## src/rtl/uart_rx_buffered_if.sv

```systemverilog
// Host-side read port of the UART receive FIFO: pop request plus head data and level/status.
interface uart_rx_buffered_if #(parameter int DEPTH = 16);
  localparam int CW = $clog2(DEPTH) + 1;

  logic          i_rd_en;
  logic [7:0]    o_rd_data;
  logic          o_empty;
  logic          o_full;
  logic          o_almostfull;
  logic          o_almostempty;
  logic          o_underflow;
  logic [CW-1:0] o_count;

  modport master (
    output i_rd_en,
    input  o_rd_data, o_empty, o_full, o_almostfull, o_almostempty, o_underflow, o_count
  );
  modport slave (
    input  i_rd_en,
    output o_rd_data, o_empty, o_full, o_almostfull, o_almostempty, o_underflow, o_count
  );
endinterface

```

## src/rtl/uart_rx_buffered.sv

```systemverilog
// UART receiver (8 data bits, optional parity, 1 stop) feeding a first-word-fall-through FIFO.
// Define UART_RX_MAJORITY_VOTE_EN for 3-sample majority voting on every bit decision.
module uart_rx_buffered #(
  parameter int DEPTH            = 16,
  parameter int ALMOST_FULL_THR  = 14,
  parameter int ALMOST_EMPTY_THR = 1
) (
  input  logic               clk,
  input  logic               rst,
  input  logic               i_rx,
  input  logic [15:0]        baud_divisor,
  input  logic [1:0]         i_parity_type,
  uart_rx_buffered_if.slave  rd,
  output logic               o_framing_error,
  output logic               o_parity_error,
  output logic               o_overrun_error
);
  localparam int AW = $clog2(DEPTH);
  localparam int CW = AW + 1;

  typedef enum logic [2:0] {IDLE, START, DATA, PARITY, STOP, WAIT_IDLE} state_t;

  state_t        state, state_nx;
  logic          rx_m, rx_s, bit_v;
  logic [15:0]   cnt, div_q, target;
  logic [1:0]    par_q;
  logic [2:0]    bit_idx;
  logic [7:0]    shreg;
  logic          par_bad, par_en, tick;
  logic          wr_req, we, pop_ok, space_ok;
  logic [7:0]    mem [DEPTH];
  logic [AW-1:0] wr_ptr, rd_ptr;
  logic [CW-1:0] count;

  always_ff @(posedge clk) begin
    if (rst) begin
      rx_m <= 1'b1;
      rx_s <= 1'b1;
    end else begin
      rx_m <= i_rx;
      rx_s <= rx_m;
    end
  end

`ifdef UART_RX_MAJORITY_VOTE_EN
  // Decision lands one cycle after the nominal point so all three samples exist.
  localparam logic [15:0] VOTE_LAG = 16'd1;
  logic [1:0] hist;
  always_ff @(posedge clk) begin
    if (rst) hist <= 2'b11;
    else     hist <= {hist[0], rx_s};
  end
  assign bit_v = (hist[1] & hist[0]) | (hist[1] & rx_s) | (hist[0] & rx_s);
`else
  localparam logic [15:0] VOTE_LAG = 16'd0;
  assign bit_v = rx_s;
`endif

  assign par_en = par_q[0] ^ par_q[1];
  assign target = (state == START) ? (div_q >> 1) - 16'd1 + VOTE_LAG : div_q - 16'd1;
  assign tick   = (cnt == target);

  always_ff @(posedge clk) begin
    if (rst) state <= IDLE;
    else     state <= state_nx;
  end

  always_comb begin
    state_nx        = state;
    wr_req          = 1'b0;
    o_framing_error = 1'b0;
    o_parity_error  = 1'b0;
    o_overrun_error = 1'b0;
    case (state)
      IDLE:      if (!rx_s) state_nx = START;
      START:     if (tick) state_nx = bit_v ? IDLE : DATA;
      DATA:      if (tick && bit_idx == 3'd7) state_nx = par_en ? PARITY : STOP;
      PARITY:    if (tick) state_nx = STOP;
      STOP: begin
        if (tick) begin
          if (!bit_v) begin
            o_framing_error = 1'b1;
            state_nx        = WAIT_IDLE;
          end else begin
            wr_req          = 1'b1;
            o_overrun_error = !space_ok;
            o_parity_error  = par_bad;
            state_nx        = IDLE;
          end
        end
      end
      WAIT_IDLE: if (rx_s) state_nx = IDLE;
      default:   state_nx = IDLE;
    endcase
  end

  // Bit timing and frame datapath; config is frozen at start detection.
  always_ff @(posedge clk) begin
    if (rst) begin
      cnt     <= '0;
      bit_idx <= '0;
      shreg   <= '0;
      par_bad <= 1'b0;
      div_q   <= '0;
      par_q   <= '0;
    end else if (state == IDLE) begin
      cnt     <= '0;
      bit_idx <= '0;
      par_bad <= 1'b0;
      if (!rx_s) begin
        div_q <= baud_divisor;
        par_q <= i_parity_type;
      end
    end else if (tick) begin
      cnt <= '0;
      if (state == DATA) begin
        shreg   <= {bit_v, shreg[7:1]};
        bit_idx <= bit_idx + 3'd1;
      end
      if (state == PARITY) par_bad <= ^{shreg, bit_v, par_q[1]};
    end else begin
      cnt <= cnt + 16'd1;
    end
  end

  // A pop on an empty FIFO is an underflow, so it never frees space for a write.
  assign pop_ok   = rd.i_rd_en && (count != '0);
  assign space_ok = (count != CW'(DEPTH)) || pop_ok;
  assign we       = wr_req && space_ok;

  always_ff @(posedge clk) begin
    if (!rst && we) mem[wr_ptr] <= shreg;
  end

  always_ff @(posedge clk) begin
    if (rst) begin
      wr_ptr <= '0;
      rd_ptr <= '0;
      count  <= '0;
    end else begin
      if (we)     wr_ptr <= wr_ptr + AW'(1);
      if (pop_ok) rd_ptr <= rd_ptr + AW'(1);
      case ({we, pop_ok})
        2'b10:   count <= count + CW'(1);
        2'b01:   count <= count - CW'(1);
        default: count <= count;
      endcase
    end
  end

  assign rd.o_rd_data     = (count == '0) ? 8'h00 : mem[rd_ptr];
  assign rd.o_empty       = (count == '0);
  assign rd.o_full        = (count == CW'(DEPTH));
  assign rd.o_almostfull  = (count >= CW'(ALMOST_FULL_THR));
  assign rd.o_almostempty = (count != '0) && (count <= CW'(ALMOST_EMPTY_THR));
  assign rd.o_underflow   = rd.i_rd_en && (count == '0);
  assign rd.o_count       = count;
endmodule

```

## src/flat_wrapper.sv

```systemverilog
// flat-port wrapper written by rule: the top's interface ports become plain ports
module uart_rx_buffered_flat 
#(
  parameter int DEPTH            = 16,
  parameter int ALMOST_FULL_THR  = 14,
  parameter int ALMOST_EMPTY_THR = 1
)
  (clk, rst, i_rx, baud_divisor, i_parity_type, o_framing_error, o_parity_error, o_overrun_error, rd_i_rd_en, rd_o_rd_data, rd_o_empty, rd_o_full, rd_o_almostfull, rd_o_almostempty, rd_o_underflow, rd_o_count);
  uart_rx_buffered_if #(.DEPTH(DEPTH)) rd_i ();
  input  logic clk;
  input  logic rst;
  input  logic i_rx;
  input  logic [15:0] baud_divisor;
  input  logic [1:0] i_parity_type;
  output logic o_framing_error;
  output logic o_parity_error;
  output logic o_overrun_error;
  input wire logic [$bits(rd_i.i_rd_en)-1:0] rd_i_rd_en;
  output wire logic [$bits(rd_i.o_rd_data)-1:0] rd_o_rd_data;
  output wire logic [$bits(rd_i.o_empty)-1:0] rd_o_empty;
  output wire logic [$bits(rd_i.o_full)-1:0] rd_o_full;
  output wire logic [$bits(rd_i.o_almostfull)-1:0] rd_o_almostfull;
  output wire logic [$bits(rd_i.o_almostempty)-1:0] rd_o_almostempty;
  output wire logic [$bits(rd_i.o_underflow)-1:0] rd_o_underflow;
  output wire logic [$bits(rd_i.o_count)-1:0] rd_o_count;
  assign rd_i.i_rd_en = rd_i_rd_en;
  assign rd_o_rd_data = rd_i.o_rd_data;
  assign rd_o_empty = rd_i.o_empty;
  assign rd_o_full = rd_i.o_full;
  assign rd_o_almostfull = rd_i.o_almostfull;
  assign rd_o_almostempty = rd_i.o_almostempty;
  assign rd_o_underflow = rd_i.o_underflow;
  assign rd_o_count = rd_i.o_count;
  uart_rx_buffered #(.DEPTH(DEPTH), .ALMOST_FULL_THR(ALMOST_FULL_THR), .ALMOST_EMPTY_THR(ALMOST_EMPTY_THR)) u_core (.clk(clk), .rst(rst), .i_rx(i_rx), .baud_divisor(baud_divisor), .i_parity_type(i_parity_type), .rd(rd_i), .o_framing_error(o_framing_error), .o_parity_error(o_parity_error), .o_overrun_error(o_overrun_error));
endmodule
```

## config.mk

```make
export PLATFORM = sky130hd
export DESIGN_NAME = uart_rx_buffered_flat
export DESIGN_NICKNAME = d
export VERILOG_FILES = /design/src/rtl/uart_rx_buffered_if.sv /design/src/rtl/uart_rx_buffered.sv /design/src/flat_wrapper.sv
export SDC_FILE = /design/constraint.sdc
export NUM_CORES = 1
export LEC_CHECK = 0
export ABC_AREA = 1
export CAP_MARGIN = 20
export CORE_MARGIN = 3
export CORE_UTILIZATION = 50
export DETAILED_ROUTE_END_ITERATION = 8
export GPL_TIMING_DRIVEN = 1
export PLACE_DENSITY = 0.74
export SYNTH_ARGS = -nofsm -noshare
export SYNTH_HDL_FRONTEND = slang
export SYNTH_SLANG_ARGS = --single-unit
```

## constraint.sdc

```tcl
create_clock -name clk -period 3.3 [get_ports clk]
set_input_delay 0.33 -clock clk [delete_from_list [all_inputs] [get_ports clk]]
set_output_delay 0.33 -clock clk [all_outputs]
set_load 0.01 [all_outputs]
```

==> impl_metrics.ini <==
[floorplanning]
coreArea_um2 = 18200
io_pins = 43
dieArea_um2 = 20500
placementRows = 49
die_height_um = 143
initial_utilization_pct = 51.6
die_x_um = 143

[synth]
yosys.area.top_type = edfxtp_1
synth_area_per_cell_um2 = 9.19
async_flop_share_pct = 0
synthFlopType = edfxtp_1
yosys-top-cells-area = edfxtp_1 41%, dfxtp_1 14%, nand2_1 6.9%, nor2_1 6.2%, o21ai_0 5.6%
syn-num-nets = 1058
ys_seq_elements = 196
synth_edf_count = 128
synth_warnings = 0
synthesis.instances = 1022
syn_area_um2 = 9390
ys_seq_area_share_pct = 55.4
netlist-cell-type-count = 48
synth_top_area_share_pct = 40.9

[worst_setup_path]
required_ns = 3.66
cpMostUsedCell = nor2_4
cp-end-kind = flip-flop
crit_buf_inv = 2
crit_family = simple AND/OR/NAND/NOR gates
worstPathArrival_ns = 3.62
start_kind = flip-flop
cp_cell_sequence = inv_2, nand2_4, nor2_4, nand2_2, nand2_2, ha_4, nand2_4, buf_4, nor2_4, nand3_1, nand3_1, nand2_1, nor2_1, nand2_1, nor2_4, nand4_4, ha_4, nor4_2, a21oi_1, a21oi_2, o21ai_1, a21oi_1
critPathSlowestCell = dfxtp_1
crit_cells = 22
slowest_delay_ns = 0.32
reg2reg_depth = 22
path_class = reg -> reg
crit_fanout = 5

[route]
drtIter0Drc = 606
first_pass_iters = 5
dr_total_vias = 7453
via_per_inst = 5.51
routedWlPerCell_um = 16.7
drc_errors = 0
wirelength_mm = 22.6
ant_nets = 0

[timing]
slew_headroom_pct = 46.6
worst_pin_slew_ns = 0.800
period_share_pct = 98.8
hold_viol = 0
grt_setup_unrepaired = true
skew_ns = 0.0119
slew_viol_final = 0
setup_viol = 0
fmax_ghz = 0.307
fin_crit_ns = 3.26

[placed_design]
hpwl_mm = 15.1
gp_congestion = 0.969
io_buffers = 42

[cts]
clock_latency_ns = 0.44
hold_buffers = 0
cts_sinks = 196
cts_tree = built
cts_buffer_depth = 2
cts_root_buffer = clkbuf_16
cts_inserted_buffers = 17
htreeDepth = 4
clk_pin_slew_ns = 0.07

[global_routing]
grt_pass1_wl_mm = 35.7
antenna_found_initial = 0
grt_max_degree = 41
grt_pass1_vias = 7009
globalRouteOverflowTotal = 0
grt_usage_pct = 22.4

[layout]
num-fill-cells = 1468
multi_input_area_um2 = 3820
drive_above_1_share_pct = 16.6
seqCellArea_um2 = 5210
finish.net_count = 1147
n_antenna_cell = 0
area_delta_synth_final_pct = 19.2
utilization_pct = 61.5

[status]
outcome = finished clean

[pwr]
ir_drop_uv = 442
power_mw = 8.00
power_density_nw_per_um2 = 715
p_leak_nw = 4.27

[hold_path]
hold_class = reg -> reg
hold_depth = 1

[flow_run]
drv_cap = 0
==> cell usage in the layout (no fill, tap or decap), types with 9 or more instances in the layout <==
| cell type | netlist | layout |
|---|---|---|
| a21oi_1 | 57 | 56 |
| buf_4 | 1 | 52 |
| buf_6 | 4 | 12 |
| clkbuf_16 | 0 | 17 |
| clkdlybuf4s50_1 | 0 | 39 |
| dfxtp_1 | 68 | 64 |
| edfxtp_1 | 128 | 128 |
| ha_1 | 14 | 12 |
| inv_1 | 82 | 80 |
| nand2_1 | 173 | 168 |
| nand2_2 | 16 | 18 |
| nand2_4 | 6 | 9 |
| nand3_1 | 55 | 53 |
| nand4_1 | 11 | 11 |
| nor2_1 | 154 | 143 |
| nor2_2 | 3 | 12 |
| nor2_4 | 6 | 9 |
| nor3_1 | 13 | 12 |
| o21ai_0 | 106 | 102 |
| o221ai_1 | 26 | 26 |
| xor2_1 | 10 | 10 |
==> area by class of cell <==
| class | count | share of cell area, % |
|---|---|---|
| Inverter | 90 | 3.04 |
| Clock buffer | 17 | 3.80 |
| Tap cell | 229 | 2.56 |
| Clock inverter | 15 | 1.42 |
| Timing Repair Buffer | 107 | 8.49 |
| Sequential cell | 196 | 46.6 |
| Multi-Input combinational cell | 699 | 34.1 |
==> through the flow <==
step / hold slack [ns] / TNS (ns) / area [µm²] / cells / setup slack [ns]
CTS: 0.423 / 0 / 10900 / 1337 / 0.0266
global placement: 0.403 / 0 / 10300 / 1302 / 0.0329
detailed placement: 0.397 / -0.130 / 10300 / 1302 / -0.0899
floorplan: 0.389 / 0 / 9390 / 1022 / 0.0491
global route: 0.438 / -5.82 / 11200 / 1353 / -0.187
finish: 0.419 / 0 / 11200 / 1353 / 0.0396
==> worst reg2reg max path: stages (launching register included) <==
cell	delay [ns]
dfxtp_1	0.32
inv_2	0.13
nand2_4	0.08
nor2_4	0.14
nand2_2	0.06
nand2_2	0.11
ha_4	0.17
nand2_4	0.07
buf_4	0.15
nor2_4	0.14
nand3_1	0.09
nand3_1	0.16
nand2_1	0.08
nor2_1	0.09
nand2_1	0.10
nor2_4	0.15
nand4_4	0.13
ha_4	0.27
nor4_2	0.26
a21oi_1	0.09
a21oi_2	0.14
o21ai_1	0.09
a21oi_1	0.17
==> metal layers <==
metal / track usage [%] / vias up / share of wire, %
li1: - / 3678 / -
met1: 28.4 / 3500 / 42
met2: 38.3 / 233 / 50
met3: 4.02 / 42 / 5.1
met4: 8.60 / 0 / 2.9
met5: 0 / - / 0
==> sequential cells by signal, indices dropped and copies added (netlist names), named ones only <==
name	flops
u_core.bit_v	1
u_core.par_q	2
u_core.mem	128
u_core.shreg	8
u_core.cnt	16
u_core.rx_m	1
u_core.wr_ptr	4
u_core.rd.o_count	5
u_core.state	3
u_core.bit_idx	3
u_core.div_q	16
u_core.rd_ptr	4
u_core.par_bad	1
==> synth_stat cells, types with 2 or more instances <==
master	n
or2_2	3
o21ai_0	106
buf_2	2
edfxtp_1	128
nor3b_1	3
nand2_4	6
nor4_1	5
nor3_1	13
o221ai_1	26
nand2_2	16
nor2_2	3
nand2_1	173
nand4_1	11
dfxtp_1	68
nor2_4	6
o22ai_1	6
inv_2	7
xnor2_1	8
buf_6	4
inv_1	82
ha_1	14
nand3_1	55
a21boi_1	2
nor2_1	154
xor2_1	10
nor2_8	4
a21oi_1	57
clkbuf_1	30
==> where the power goes <==
part           switching, mW  total [mW]  internal (mW)  leakage (nW)
combinational           1.97        3.20           1.24          2.24
sequential            0.0884        2.74           2.65          1.74
clock                  0.985        2.06           1.08         0.288
==> path summary, 6_finish.rpt <==
kind	start	endpoint	slack, ns
max reg2reg	u_core.state[1]	u_core.rd.o_count[3]	0.04
max	u_core.state[1]	u_core.rd.o_count[3]	0.04
min	u_core.rx_m	u_core.bit_v	0.42
min reg2reg	u_core.rx_m	u_core.bit_v	0.42
==> logic make-up (layout without fill, tap and decap cells) <==
family          after synthesis  in the layout  share of synthesized area [%]
simple gates                457            459                           22.5
flops                       196            196                           55.4
buf+inv                     129            229                           5.66
xor+xnor                     19             19                           1.85
fa+ha+maj                    14             14                           1.87
compound gates              207            207                           12.7
==> timing repair <==
| item | CTS | global route |
|---|---|---|
| setup endpoints to repair | 5 | 105 |
| gates resized for setup | 17 | 50 |
| pin swaps | 2 | 19 |
| gates cloned | 0 | 2 |
| setup buffers | 3 | 14 |
Note: power is estimated with default switching activity, not from simulation.
